<file path="src/rtl/ad_ip_jesd204_tpl_pkg.sv">
// rtl/ad_ip_jesd204_tpl_pkg.sv - shared TPL types, PN constants and PN sequence step functions
//
// Contents:
//   PN_SEL_PN9 / PN_SEL_PN15 : adc_pn_sel encodings
//   PN_SYNC_CNT / PN_OOS_CNT : consecutive-beat thresholds of the PN lock state machine
//   pn_state_t               : PN monitor state (OOS, SYNC)
//   pn9_next / pn15_next     : next 16-bit sample of a PN stream, seeded from the current sample

package ad_ip_jesd204_tpl_pkg;

    localparam logic PN_SEL_PN9  = 1'b0;
    localparam logic PN_SEL_PN15 = 1'b1;

    localparam int PN_SYNC_CNT = 16;
    localparam int PN_OOS_CNT  = 64;

    typedef enum logic {
        OOS  = 1'b0,
        SYNC = 1'b1
    } pn_state_t;

    // Samples carry the bit stream MSB first. sr[0] is the most recent bit, so
    // after 16 shifts sr holds the following 16 stream bits in sample order.
    // x^9 + x^5 + 1 : s[n] = s[n-9] ^ s[n-5]
    function automatic logic [15:0] pn9_next(input logic [15:0] d);
        logic [15:0] sr;
        sr = d;
        for (int i = 0; i < 16; i++) begin
            sr = {sr[14:0], sr[8] ^ sr[4]};
        end
        return sr;
    endfunction

    // x^15 + x^14 + 1 : s[n] = s[n-15] ^ s[n-14]
    function automatic logic [15:0] pn15_next(input logic [15:0] d);
        logic [15:0] sr;
        sr = d;
        for (int i = 0; i < 16; i++) begin
            sr = {sr[14:0], sr[14] ^ sr[13]};
        end
        return sr;
    endfunction

endpackage

</file>
<file path="src/rtl/ad_ip_jesd204_tpl_adc_pnmon.sv">
// rtl/ad_ip_jesd204_tpl_adc_pnmon.sv - per-channel self-synchronising PN9/PN15 monitor with lock state machine
//
// Ports:
//   clk, resetn  : link clock, synchronous active-low reset
//   enable       : channel enable; when low the monitor is held in OOS with counters cleared
//   valid        : beat valid (raw samples on data are meaningful)
//   pn_sel       : 0 = PN9, 1 = PN15; any change forces OOS and clears the counters
//   data         : DATA_PATH_WIDTH raw 16-bit samples, oldest in the LSBs
//   pn_oos       : registered out-of-sync flag
//   pn_err       : registered mismatch flag, high for one cycle per mismatching beat in SYNC

module ad_ip_jesd204_tpl_adc_pnmon
    import ad_ip_jesd204_tpl_pkg::*;
#(
    parameter int DATA_PATH_WIDTH = 4
) (
    input  logic                         clk,
    input  logic                         resetn,
    input  logic                         enable,
    input  logic                         valid,
    input  logic                         pn_sel,
    input  logic [16*DATA_PATH_WIDTH-1:0] data,
    output logic                         pn_oos,
    output logic                         pn_err
);

    localparam logic [4:0] SYNC_CNT = 5'(PN_SYNC_CNT);
    localparam logic [6:0] OOS_CNT  = 7'(PN_OOS_CNT);

    pn_state_t   state;
    logic [4:0]  match_cnt;
    logic [6:0]  mis_cnt;
    logic [15:0] last_sample;
    logic        has_prev;
    logic        pn_sel_d;
    logic        beat_match;

    // Each sample is predicted from its predecessor; sample 0 uses the last
    // sample of the previous valid beat. Right after reset there is no such
    // sample, so only the in-beat comparisons count for the first beat.
    always_comb begin
        logic [15:0] prev;
        logic [15:0] cur;
        logic [15:0] expd;
        beat_match = 1'b1;
        prev       = last_sample;
        cur        = '0;
        expd       = '0;
        for (int i = 0; i < DATA_PATH_WIDTH; i++) begin
            cur  = data[16*i +: 16];
            expd = (pn_sel == PN_SEL_PN15) ? pn15_next(prev) : pn9_next(prev);
            if (((i != 0) || has_prev) && (cur != expd)) begin
                beat_match = 1'b0;
            end
            prev = cur;
        end
    end

    always_ff @(posedge clk) begin
        if (!resetn) begin
            state       <= OOS;
            match_cnt   <= '0;
            mis_cnt     <= '0;
            last_sample <= '0;
            has_prev    <= 1'b0;
            pn_sel_d    <= PN_SEL_PN9;
            pn_oos      <= 1'b1;
            pn_err      <= 1'b0;
        end else begin
            pn_sel_d <= pn_sel;
            pn_err   <= 1'b0;

            // Keep tracking the stream while disabled so re-enabling does not
            // compare against a stale sample.
            if (valid) begin
                last_sample <= data[16*(DATA_PATH_WIDTH-1) +: 16];
                has_prev    <= 1'b1;
            end

            if (!enable || (pn_sel != pn_sel_d)) begin
                state     <= OOS;
                match_cnt <= '0;
                mis_cnt   <= '0;
                pn_oos    <= 1'b1;
            end else if (valid) begin
                if (beat_match) begin
                    mis_cnt <= '0;
                    if (match_cnt < SYNC_CNT) begin
                        match_cnt <= match_cnt + 5'd1;
                    end
                    if ((state == OOS) && (match_cnt >= SYNC_CNT - 5'd1)) begin
                        state  <= SYNC;
                        pn_oos <= 1'b0;
                    end
                end else begin
                    match_cnt <= '0;
                    if (mis_cnt < OOS_CNT) begin
                        mis_cnt <= mis_cnt + 7'd1;
                    end
                    pn_err <= (state == SYNC);
                    if ((state == SYNC) && (mis_cnt >= OOS_CNT - 7'd1)) begin
                        state  <= OOS;
                        pn_oos <= 1'b1;
                    end
                end
            end
        end
    end

endmodule

</file>
<file path="src/rtl/ad_ip_jesd204_tpl_adc_deframer.sv">
// rtl/ad_ip_jesd204_tpl_adc_deframer.sv - JESD204 RX transport layer: deframe lanes to channel samples, format, PN monitor
//
// Optional feature macro: AD_IP_JESD204_TPL_ADC_PNMON_EN (defined = PN monitors built,
// undefined = adc_pn_oos tied all-ones, adc_pn_err tied zero, adc_pn_sel ignored).
//
// Ports:
//   link_clk, link_resetn : the only clock; synchronous active-low reset
//   link_valid, link_data : link-layer beat, lane 0 in the LSBs, octet 0 of each lane in its LSBs
//   enable                : per-channel enable
//   adc_dfmt_enable/type/se : data-format controls (enable, offset-binary, sign-extend)
//   adc_pn_sel            : 0 = PN9, 1 = PN15
//   adc_valid, adc_data   : per-channel valid and samples, channel 0 / oldest sample in the LSBs
//   adc_pn_oos, adc_pn_err: per-channel PN monitor status

module ad_ip_jesd204_tpl_adc_deframer
    import ad_ip_jesd204_tpl_pkg::*;
#(
    parameter int NUM_LANES            = 4,
    parameter int NUM_CHANNELS         = 2,
    parameter int OCTETS_PER_BEAT      = 4,
    parameter int CONVERTER_RESOLUTION = 16,
    parameter int BITS_PER_SAMPLE      = 16,
    parameter int DATA_PATH_WIDTH      = OCTETS_PER_BEAT*8*NUM_LANES/NUM_CHANNELS/16
) (
    input  logic                                     link_clk,
    input  logic                                     link_resetn,
    input  logic                                     link_valid,
    input  logic [NUM_LANES*8*OCTETS_PER_BEAT-1:0]   link_data,
    input  logic [NUM_CHANNELS-1:0]                  enable,
    input  logic                                     adc_dfmt_enable,
    input  logic                                     adc_dfmt_type,
    input  logic                                     adc_dfmt_se,
    input  logic                                     adc_pn_sel,
    output logic [NUM_CHANNELS-1:0]                  adc_valid,
    output logic [NUM_CHANNELS*16*DATA_PATH_WIDTH-1:0] adc_data,
    output logic [NUM_CHANNELS-1:0]                  adc_pn_oos,
    output logic [NUM_CHANNELS-1:0]                  adc_pn_err
);

    localparam int LANE_W = 8 * OCTETS_PER_BEAT;
    localparam int LINK_W = NUM_LANES * LANE_W;
    localparam int F      = 2 * NUM_CHANNELS / NUM_LANES;
    localparam int CH_W   = 16 * DATA_PATH_WIDTH;

    if (BITS_PER_SAMPLE != 16) begin : g_bad_np
        $error("BITS_PER_SAMPLE must be 16");
    end
    if ((CONVERTER_RESOLUTION < 8) || (CONVERTER_RESOLUTION > 16)) begin : g_bad_n
        $error("CONVERTER_RESOLUTION must be within 8..16");
    end
    if ((F < 1) || ((2 * NUM_CHANNELS) % NUM_LANES != 0) || (OCTETS_PER_BEAT % F != 0) ||
        (DATA_PATH_WIDTH < 1) || (DATA_PATH_WIDTH != OCTETS_PER_BEAT / F)) begin : g_bad_geom
        $error("lane/channel/octet geometry does not give an integer frame layout");
    end

    logic              valid_s1;
    logic [LINK_W-1:0] data_s1;
    logic [CH_W-1:0]   raw [NUM_CHANNELS];
    logic [NUM_CHANNELS*CH_W-1:0] fmt_data;

    // Octet k of frame f: frame octets are spread F per lane, lane 0 first,
    // and a lane carries its frames back to back starting at octet 0.
    function automatic logic [7:0] frame_octet(input logic [LINK_W-1:0] d, input int k, input int f);
        return d[(k / F) * LANE_W + (f * F + k % F) * 8 +: 8];
    endfunction

    // Raw sample is MSB-aligned; bring it down to N bits, optionally flip the
    // offset-binary MSB, then sign- or zero-extend back to 16 bits.
    function automatic logic [15:0] format_sample(input logic [15:0] s, input logic dfmt_type,
                                                  input logic dfmt_se);
        logic [15:0] r;
        r = s >> (16 - CONVERTER_RESOLUTION);
        if (dfmt_type) begin
            r[CONVERTER_RESOLUTION-1] = ~r[CONVERTER_RESOLUTION-1];
        end
        for (int b = CONVERTER_RESOLUTION; b < 16; b++) begin
            r[b] = dfmt_se & r[CONVERTER_RESOLUTION-1];
        end
        return r;
    endfunction

    always_comb begin
        raw      = '{default: '0};
        fmt_data = '0;
        for (int c = 0; c < NUM_CHANNELS; c++) begin
            for (int f = 0; f < DATA_PATH_WIDTH; f++) begin
                // First octet of a sample is its MSB.
                raw[c][16*f +: 16] = {frame_octet(data_s1, 2*c, f), frame_octet(data_s1, 2*c + 1, f)};
                fmt_data[c*CH_W + 16*f +: 16] = adc_dfmt_enable ?
                    format_sample(raw[c][16*f +: 16], adc_dfmt_type, adc_dfmt_se) : raw[c][16*f +: 16];
            end
        end
    end

    always_ff @(posedge link_clk) begin
        if (!link_resetn) begin
            valid_s1  <= 1'b0;
            data_s1   <= '0;
            adc_valid <= '0;
            adc_data  <= '0;
        end else begin
            valid_s1  <= link_valid;
            data_s1   <= link_data;
            adc_valid <= {NUM_CHANNELS{valid_s1}} & enable;
            if (valid_s1) begin
                adc_data <= fmt_data;
            end
        end
    end

`ifdef AD_IP_JESD204_TPL_ADC_PNMON_EN
    for (genvar c = 0; c < NUM_CHANNELS; c++) begin : g_pnmon
        ad_ip_jesd204_tpl_adc_pnmon #(
            .DATA_PATH_WIDTH (DATA_PATH_WIDTH)
        ) u_pnmon (
            .clk    (link_clk),
            .resetn (link_resetn),
            .enable (enable[c]),
            .valid  (valid_s1),
            .pn_sel (adc_pn_sel),
            .data   (raw[c]),
            .pn_oos (adc_pn_oos[c]),
            .pn_err (adc_pn_err[c])
        );
    end
`else
    logic unused_pn_sel;
    assign unused_pn_sel = adc_pn_sel;
    assign adc_pn_oos    = '1;
    assign adc_pn_err    = '0;
`endif

endmodule

</file>
<file path="config.mk">
export PLATFORM = sky130hd
export DESIGN_NAME = ad_ip_jesd204_tpl_adc_deframer
export DESIGN_NICKNAME = d
export VERILOG_FILES = /design/src/rtl/ad_ip_jesd204_tpl_pkg.sv /design/src/rtl/ad_ip_jesd204_tpl_adc_pnmon.sv /design/src/rtl/ad_ip_jesd204_tpl_adc_deframer.sv
export SDC_FILE = /design/constraint.sdc
export NUM_CORES = 1
export LEC_CHECK = 0
export ABC_AREA = 1
export CAP_MARGIN = 5
export CORE_UTILIZATION = 41
export DETAILED_ROUTE_END_ITERATION = 8
export PLACE_DENSITY_LB_ADDON = 0.05
export SLEW_MARGIN = 20
export SYNTH_ARGS = -nofsm -noshare
export SYNTH_HDL_FRONTEND = slang
export SYNTH_SLANG_ARGS = --single-unit
</file>
<file path="constraint.sdc">
create_clock -name link_clk -period 1.3 [get_ports link_clk]
set_clock_uncertainty 0.2 [all_clocks]
set_input_delay 0.13 -clock link_clk [delete_from_list [all_inputs] [get_ports link_clk]]
set_output_delay 0.13 -clock link_clk [all_outputs]
set_load 0.05 [all_outputs]
</file>
# After elaboration in Yosys (flattened, before gate mapping)
# Cells that the tools add are included.
[classes]
n_bitwise = 9
muxes = 16
[op_table]
columns = ["cell", "count"]
rows = [
  ["16-bit 2-to-1 mux", 8],
  ["1-bit 2-to-1 mux", 8],
  ["1-bit inverter", 8],
  ["2-bit bitwise AND", 1],
]
[totals]
word_cells = 29
register_bits = 259

# Depth between registers and ports, before layout
# Gate-level depths: netlist of the first run.
[depth]
word_depth = 3
ltp_mapped = 7
mapped_depth_nobuf = 4

# Worst setup path after synthesis of the first run
# Ideal clock, no wire load.
[synth_path]
path_kind = "flip-flop to flip-flop"
startpoint = "reg valid_s1"
endpoint = "reg adc_data[100]"
t_arrival_ns = 1.016
synth_period_minus_slack_ns = 1.333
setup_time_ns = 0.117
stages_incl_launch_ff = 8
required_time_ns = 0.983
slack_ns = -0.033
cell_sequence = "dfxtp_1 buf_6 buf_6 inv_4 buf_12 buf_8 nor2_2 nor2_1"
[synth_rtl]
columns = ["element", "line", "source"]
rows = [
  ["start: declaration", "ad_ip_jesd204_tpl_adc_deframer.sv:56", "logic valid_s1;"],
  ["start signal: assignment", "ad_ip_jesd204_tpl_adc_deframer.sv:102", "valid_s1 <= link_valid;"],
  ["end signal: assignment", "ad_ip_jesd204_tpl_adc_deframer.sv:106", "adc_data <= fmt_data;"],
  ["end: declaration", "ad_ip_jesd204_tpl_adc_deframer.sv:35", "output logic [NUM_CHANNELS*16*DATA_PATH_WIDTH-1:0] adc_data,"],
]

# Worst setup path after layout of the first run
[layout_path]
startpoint = "reg adc_data[117]"
endpoint = "out adc_data[117]"
# No word-level cell between the ends.

==> flow_summary.yaml, run 1 <==
worst_setup_path:
  critPathSlowestCell: "dfxtp_2"
  required_ps: 970
  cp-startpoint: "adc_data[117]"
  crit_path_start_kind: "register"
  crit-reg2reg-launch: "valid_s1"
  crit_path_max_fanout: 2
  r2r_end: "adc_data[92]"
  crit_end: "adc_data[117]"
  path_buf_inv: 1
  r2r_cells: 4
  end_kind: "output port"
  max_stage_delay_ps: 360
  cp.arrival_ps: 1020
  r2r_slack_ps: 20
  crit_chain: "buf_12"
  cp.depth: 1
  cp_top_family: "flip-flops"
  path_class: "register to output port"
power:
  totalPowerFinal_w: 0.0201
  p_leak_nw: 7.23
  cellPowerDensity_nw_per_um2: 1330
  irDropWorstVdd_uv: 1370
placed_design:
  io_buffers: 264
  gp_congestion: 0.761
  dp_hpwl_um: 13400
  pre_cts_ws_ps: -50.8
cells_and_area:
  syn_to_final_growth_pct: 79.4
  fin_nets: 1522
  final_common_cell: "nor2_1"
  layout-drive-gt1-share_pct: 26.6
  mostFrequentLayoutCells: "202 x nor2_1, 148 x nand2_1, 141 x buf_12"
  insertedDiodeCount: 0
  nFillCells: 1340
floorplanning:
  io_pins: 271
  initial_core_util_pct: 42.5
  die_h_um: 145
  die_x_um: 145
  rows: 51
  core_area_um2: 19800
  dieArea_um2: 21100
sta:
  max_freq_ghz: 0.741
  rsz0062_at_grt: "true"
  setup_viol: 130
  setup_tns_ps: -4140
  min_period_ps: 1350
  final_max_slew_viol_count: 0
  period_share_pct: 104
  fin_ws_ps: -50.1
  hold_viol_final: 0
detailed_routing:
  wl_per_cell_um: 13.2
  first_iter_violations: 241
  vias_per_cell: 4.38
  drcViolationCount: 0
  vias: 7316
  firstDrtPassIters: 4
  drt-total-wl_um: 22100
  postRouteAntennaNets: 0
global_route:
  grt.total_usage_pct: 20.6
  grt_max_degree: 52
  grt_pass1_wl_um: 35400
  overflow: 0
  grt_pass1_vias: 7228
  antenna_found_initial: 0
synth:
  synthesis.area_um2: 8400
  synth_compound_area_share_pct: 8.10
  synth-warning-count: 0
  muxShareOfSynthArea_pct: 0
  synth_seq_area_share_pct: 61.7
  syn_inst: 997
  synth_top_family_by_area: "simple AND/OR/NAND/NOR gates"
  synth-simple-area-share_pct: 19.1
  synth_fa_ha_area_share_pct: 0
  synth_cell_types: 16
  syn_avg_cell_area_um2: 8.42
  synth_seq_cells: 259
  yosys.area_share.xor_xnor_pct: 0
clock_network:
  clockBufferDepth: 3
  clock_latency_ps: 510
  clockRootBuffer: "clkbuf_16"
  path_clk_slew_ps: 60
  h-tree-depth: 1
  tritoncts: "built"
  cts_made_buffers: 26
  clock-sinks: 259
status:
  failed_checks: "setup timing"
  outcome: "finished with violations"
min_path:
  hold_path_class: "register to register"
job:
  drv_cap: 0
## cell families after synthesis
| logic type | after synthesis |
|---|---|
| AO/OA/AOI/OAI | 136 |
| buffers and inverters | 202 |
| flip-flops | 259 |
| other | 2 |
| AND/OR/NAND/NOR | 398 |
## metrics by stage
step / utilization (%) / instances / hold WS [ps] / area, um2
after CTS: 75.7 / 1666 / 0.513 / 15000
after global placement: 63.6 / 1486 / 233 / 12600
final: 76.2 / 1670 / 252 / 15100
after global routing: 76.2 / 1670 / 268 / 15100
after detailed placement: 63.6 / 1486 / 239 / 12600
after floorplan: - / 999 / 27.6 / 8410
## report_power, final
group	leakage (nW)	switching [W]	internal, W
logic	4.59	0.00173	0.00187
clock network	0.445	0.00304	0.00467
registers	2.20	0.000329	0.00846
total	7.23	0.00509	0.0150
## worst reg2reg max path, delay by kind of cell, from the launching register on
family / cells / cell delay, ps
flops: 1 / 380
compound gates: 1 / 180
buf+inv: 2 / 360
simple gates: 1 / 60
## routing by layer
| metal | vias up | wire [um] | global-route usage (%) | part of all wire [%] |
|---|---|---|---|---|
| met1 | 3335 | 9010 | 23.1 | 41 |
| met2 | 202 | 11000 | 37.2 | 50 |
| met3 | 41 | 1460 | 5.94 | 6.6 |
| li1 | 3738 | - | - | - |
| met5 | - | 0 | 0 | 0 |
| met4 | 0 | 567 | 6.47 | 2.6 |
## area by class of cell
| cell class | count | area (um2) | area share (%) |
|---|---|---|---|
| inverters | 139 | 524 | 3.48 |
| clock inverters | 14 | 153 | 1.01 |
| multi-input cells | 538 | 2300 | 15.3 |
| well taps | 265 | 332 | 2.20 |
| clock buffers | 34 | 752 | 4.99 |
| flip-flops and latches | 259 | 5360 | 35.6 |
| repair buffers | 421 | 5650 | 37.5 |
## flip-flops by register name, indices dropped and copies added (netlist names)
name       cells
valid_s1       1
adc_data     128
adc_valid      2
data_s1      128
## worst min path at each step
stage	to	startpoint	depth (start not counted)	slack, ps
after floorplan	valid_s1	link_valid	2	30
after global placement	adc_data[121]	data_s1[89]	2	230
after detailed placement	adc_data[126]	data_s1[94]	2	240
after CTS	data_s1[113]	link_data[113]	3	0.5
after global routing	adc_data[31]	adc_dfmt_enable	5	270
final	adc_data[126]	data_s1[94]	2	250
## Yosys cell counts
library cell | count | area [um2]
buf_12 | 1 | 20.0
nand2_1 | 148 | 556
inv_1 | 138 | 518
clkbuf_1 | 26 | 97.6
nor2_2 | 40 | 250
dfxtp_1 | 259 | 5180
buf_6 | 8 | 90.1
a21oi_1 | 8 | 40.0
nand3_1 | 8 | 40.0
buf_4 | 4 | 30.0
buf_8 | 4 | 60.1
buf_2 | 20 | 100
o21ai_0 | 128 | 641
conb_1 | 2 | 7.51
nor2_1 | 202 | 758
inv_4 | 1 | 6.26
## repair_timing
action	4_1_cts	5_1_grt
hold buffers	131	1
resized for setup	130	54
endpoints found under the setup margin	133	154
hold endpoints to repair	258	1
cloned	0	2
buffers inserted	1	1
(Power assumes the default switching activity.)
==> run 2: changes to the inputs <==
GPL_TIMING_DRIVEN = 0   (was default)
==> flow_summary.yaml, run 2 (synthesis gave the netlist of run 1 again) <==
power:
  p_leak_nw: 7.23
  cellPowerDensity_nw_per_um2: 1300
  totalPowerFinal_w: 0.0193
  irDropWorstVdd_uv: 945
cells_and_area:
  insertedDiodeCount: 0
  fin_nets: 1574
  mostFrequentLayoutCells: "167 x nor2_1, 148 x nand2_1, 138 x inv_1"
  largestRegisters: "adc_data: 128 flops, data_s1: 128 flops, adc_valid: 2 flops"
  final_common_cell: "nor2_1"
  layout-drive-gt1-share_pct: 30.8
  syn_to_final_growth_pct: 76.5
  nFillCells: 1431
sta:
  max_freq_ghz: 0.683
  slew_headroom_pct: 63.4
  worst_pin_slew_ps: 549
  period_share_pct: 113
  fin_ws_ps: -163
  final_max_slew_viol_count: 0
  rsz0062_at_grt: "true"
  hold_viol_final: 0
  setup_viol: 260
  min_period_ps: 1460
  setup_tns_ps: -17640
floorplanning:
  initial_core_util_pct: 42.5
  dieArea_um2: 21100
  rows: 51
  core_area_um2: 19800
  io_pins: 271
  die_h_um: 145
  die_x_um: 145
worst_setup_path:
  crit_path_max_fanout: 5
  cp.arrival_ps: 1710
  crit-reg2reg-launch: "valid_s1"
  path_class: "register to register"
  end_kind: "register"
  r2r_end: "adc_data[17]"
  r2r_slack_ps: -160
  r2r_cells: 7
  required_ps: 1540
  crit_path_start_kind: "register"
placed_design:
  gp_congestion: 0.770
  dp_hpwl_um: 14600
  io_buffers: 261
  pre_cts_ws_ps: -233
global_route:
  grt.total_usage_pct: 22.1
  grt_max_degree: 14
  grt_pass1_wl_um: 37600
  grt_pass1_vias: 7408
  overflow: 0
  antenna_found_initial: 0
status:
  failed_checks: "setup timing"
  outcome: "finished with violations"
min_path:
  hold_path_class: "input port to register"
  hold_path_end: "adc_data[63]"
  hp-start: "link_resetn"
  min_path_cells: 4
detailed_routing:
  vias_per_cell: 4.40
  drcViolationCount: 0
  drt-total-wl_um: 24300
  postRouteAntennaNets: 0
  first_iter_violations: 196
  vias: 7568
  firstDrtPassIters: 5
  wl_per_cell_um: 14.1
clock_network:
  clockBufferDepth: 3
  tritoncts: "built"
  path_clk_slew_ps: 60
  clockRootBuffer: "clkbuf_16"
  clock-sinks: 259
  h-tree-depth: 1
  clock_latency_ps: 510
  cts_made_buffers: 27
job:
  drv_cap: 0
==> run 2: cell types whose count changed in the layout (fill, tap and decap cells not counted), moves of 20 or more <==
cell      before  now
o21ai_0       82  107
nor2_1       202  167
clkbuf_1       2   23
buf_8          1  113
nor2_2        40   60
buf_12       141   13
o21ai_1       46   18
==> run 2: per-layer routing <==
| layer | global-route usage, % | vias up | wire length, um |
|---|---|---|---|
| met5 | 0 | - | 0 |
| met4 | 5.84 | 0 | 434 |
| met2 | 38.3 | 225 | 11900 |
| met1 | 27.7 | 3465 | 10400 |
| met3 | 4.78 | 29 | 1620 |
| li1 | - | 3849 | - |
==> run 2: cell type report <==
type / count / area (um2) / share of cell area [%]
timing repair buffer: 409 / 4780 / 32.2
inverter: 139 / 529 / 3.57
clock inverter: 8 / 40.0 / 0.270
buffer: 63 / 515 / 3.48
clock buffer: 39 / 771 / 5.20
sequential: 259 / 5360 / 36.1
tap: 265 / 332 / 2.24
multi-input combinational: 538 / 2500 / 16.9
==> run 2: power by group <==
part	internal (W)	switching, W	leakage (nW)	total, W
sequential	0.00846	0.000305	2.20	0.00877
clock	0.00409	0.00298	0.408	0.00707
combinational	0.00168	0.00182	4.63	0.00350
total	0.0142	0.00510	7.23	0.0193
==> run 2: how the worst max path moves through the flow <==
stage	startpoint	to	slack, ps	depth (start not counted)
3_3_place_gp	valid_s1	adc_data[74]	-200	7
3_5_place_dp	link_resetn	adc_data[86]	-230	5
5_1_grt	valid_s1	adc_data[70]	-230	7
2_1_floorplan	valid_s1	adc_data[100]	2	7
4_1_cts	valid_s1	adc_data[69]	-150	7
6_report	valid_s1	adc_data[17]	-160	7
==> run 2: critical path: stages (launching register included) <==
cell and delay, ps:
dfxtp_4 370, buf_12 140, buf_8 130, inv_8 80
clkbuf_16 170, clkbuf_16 150, nor2_4 30, nor2_1 110
==> run 2: per-stage QoR <==
stage	hold WS, ps	instance area [um2]	std cells	util [%]
after floorplan	27.6	8410	999	-
after global placement	232	11400	1525	57.4
after detailed placement	239	11400	1525	57.4
after CTS	12.0	14400	1712	72.5
after global routing	77.2	14800	1720	74.9
final	36.1	14800	1720	74.9
==> run 2: timing repair <==
item,in CTS,in global routing
hold buffers,134,0
resized for setup,1161,119
endpoints found under the hold margin,163,0
pin swaps,0,6
buffers inserted,4,3
gates cloned,2,5
setup endpoints to repair,260,260
==> run 3: changes to the inputs <==
CTS_CLUSTER_SIZE = 14   (was default)
==> results of run 3 <==
No change in the layout: final DEF, timing and power equal those of run 2.
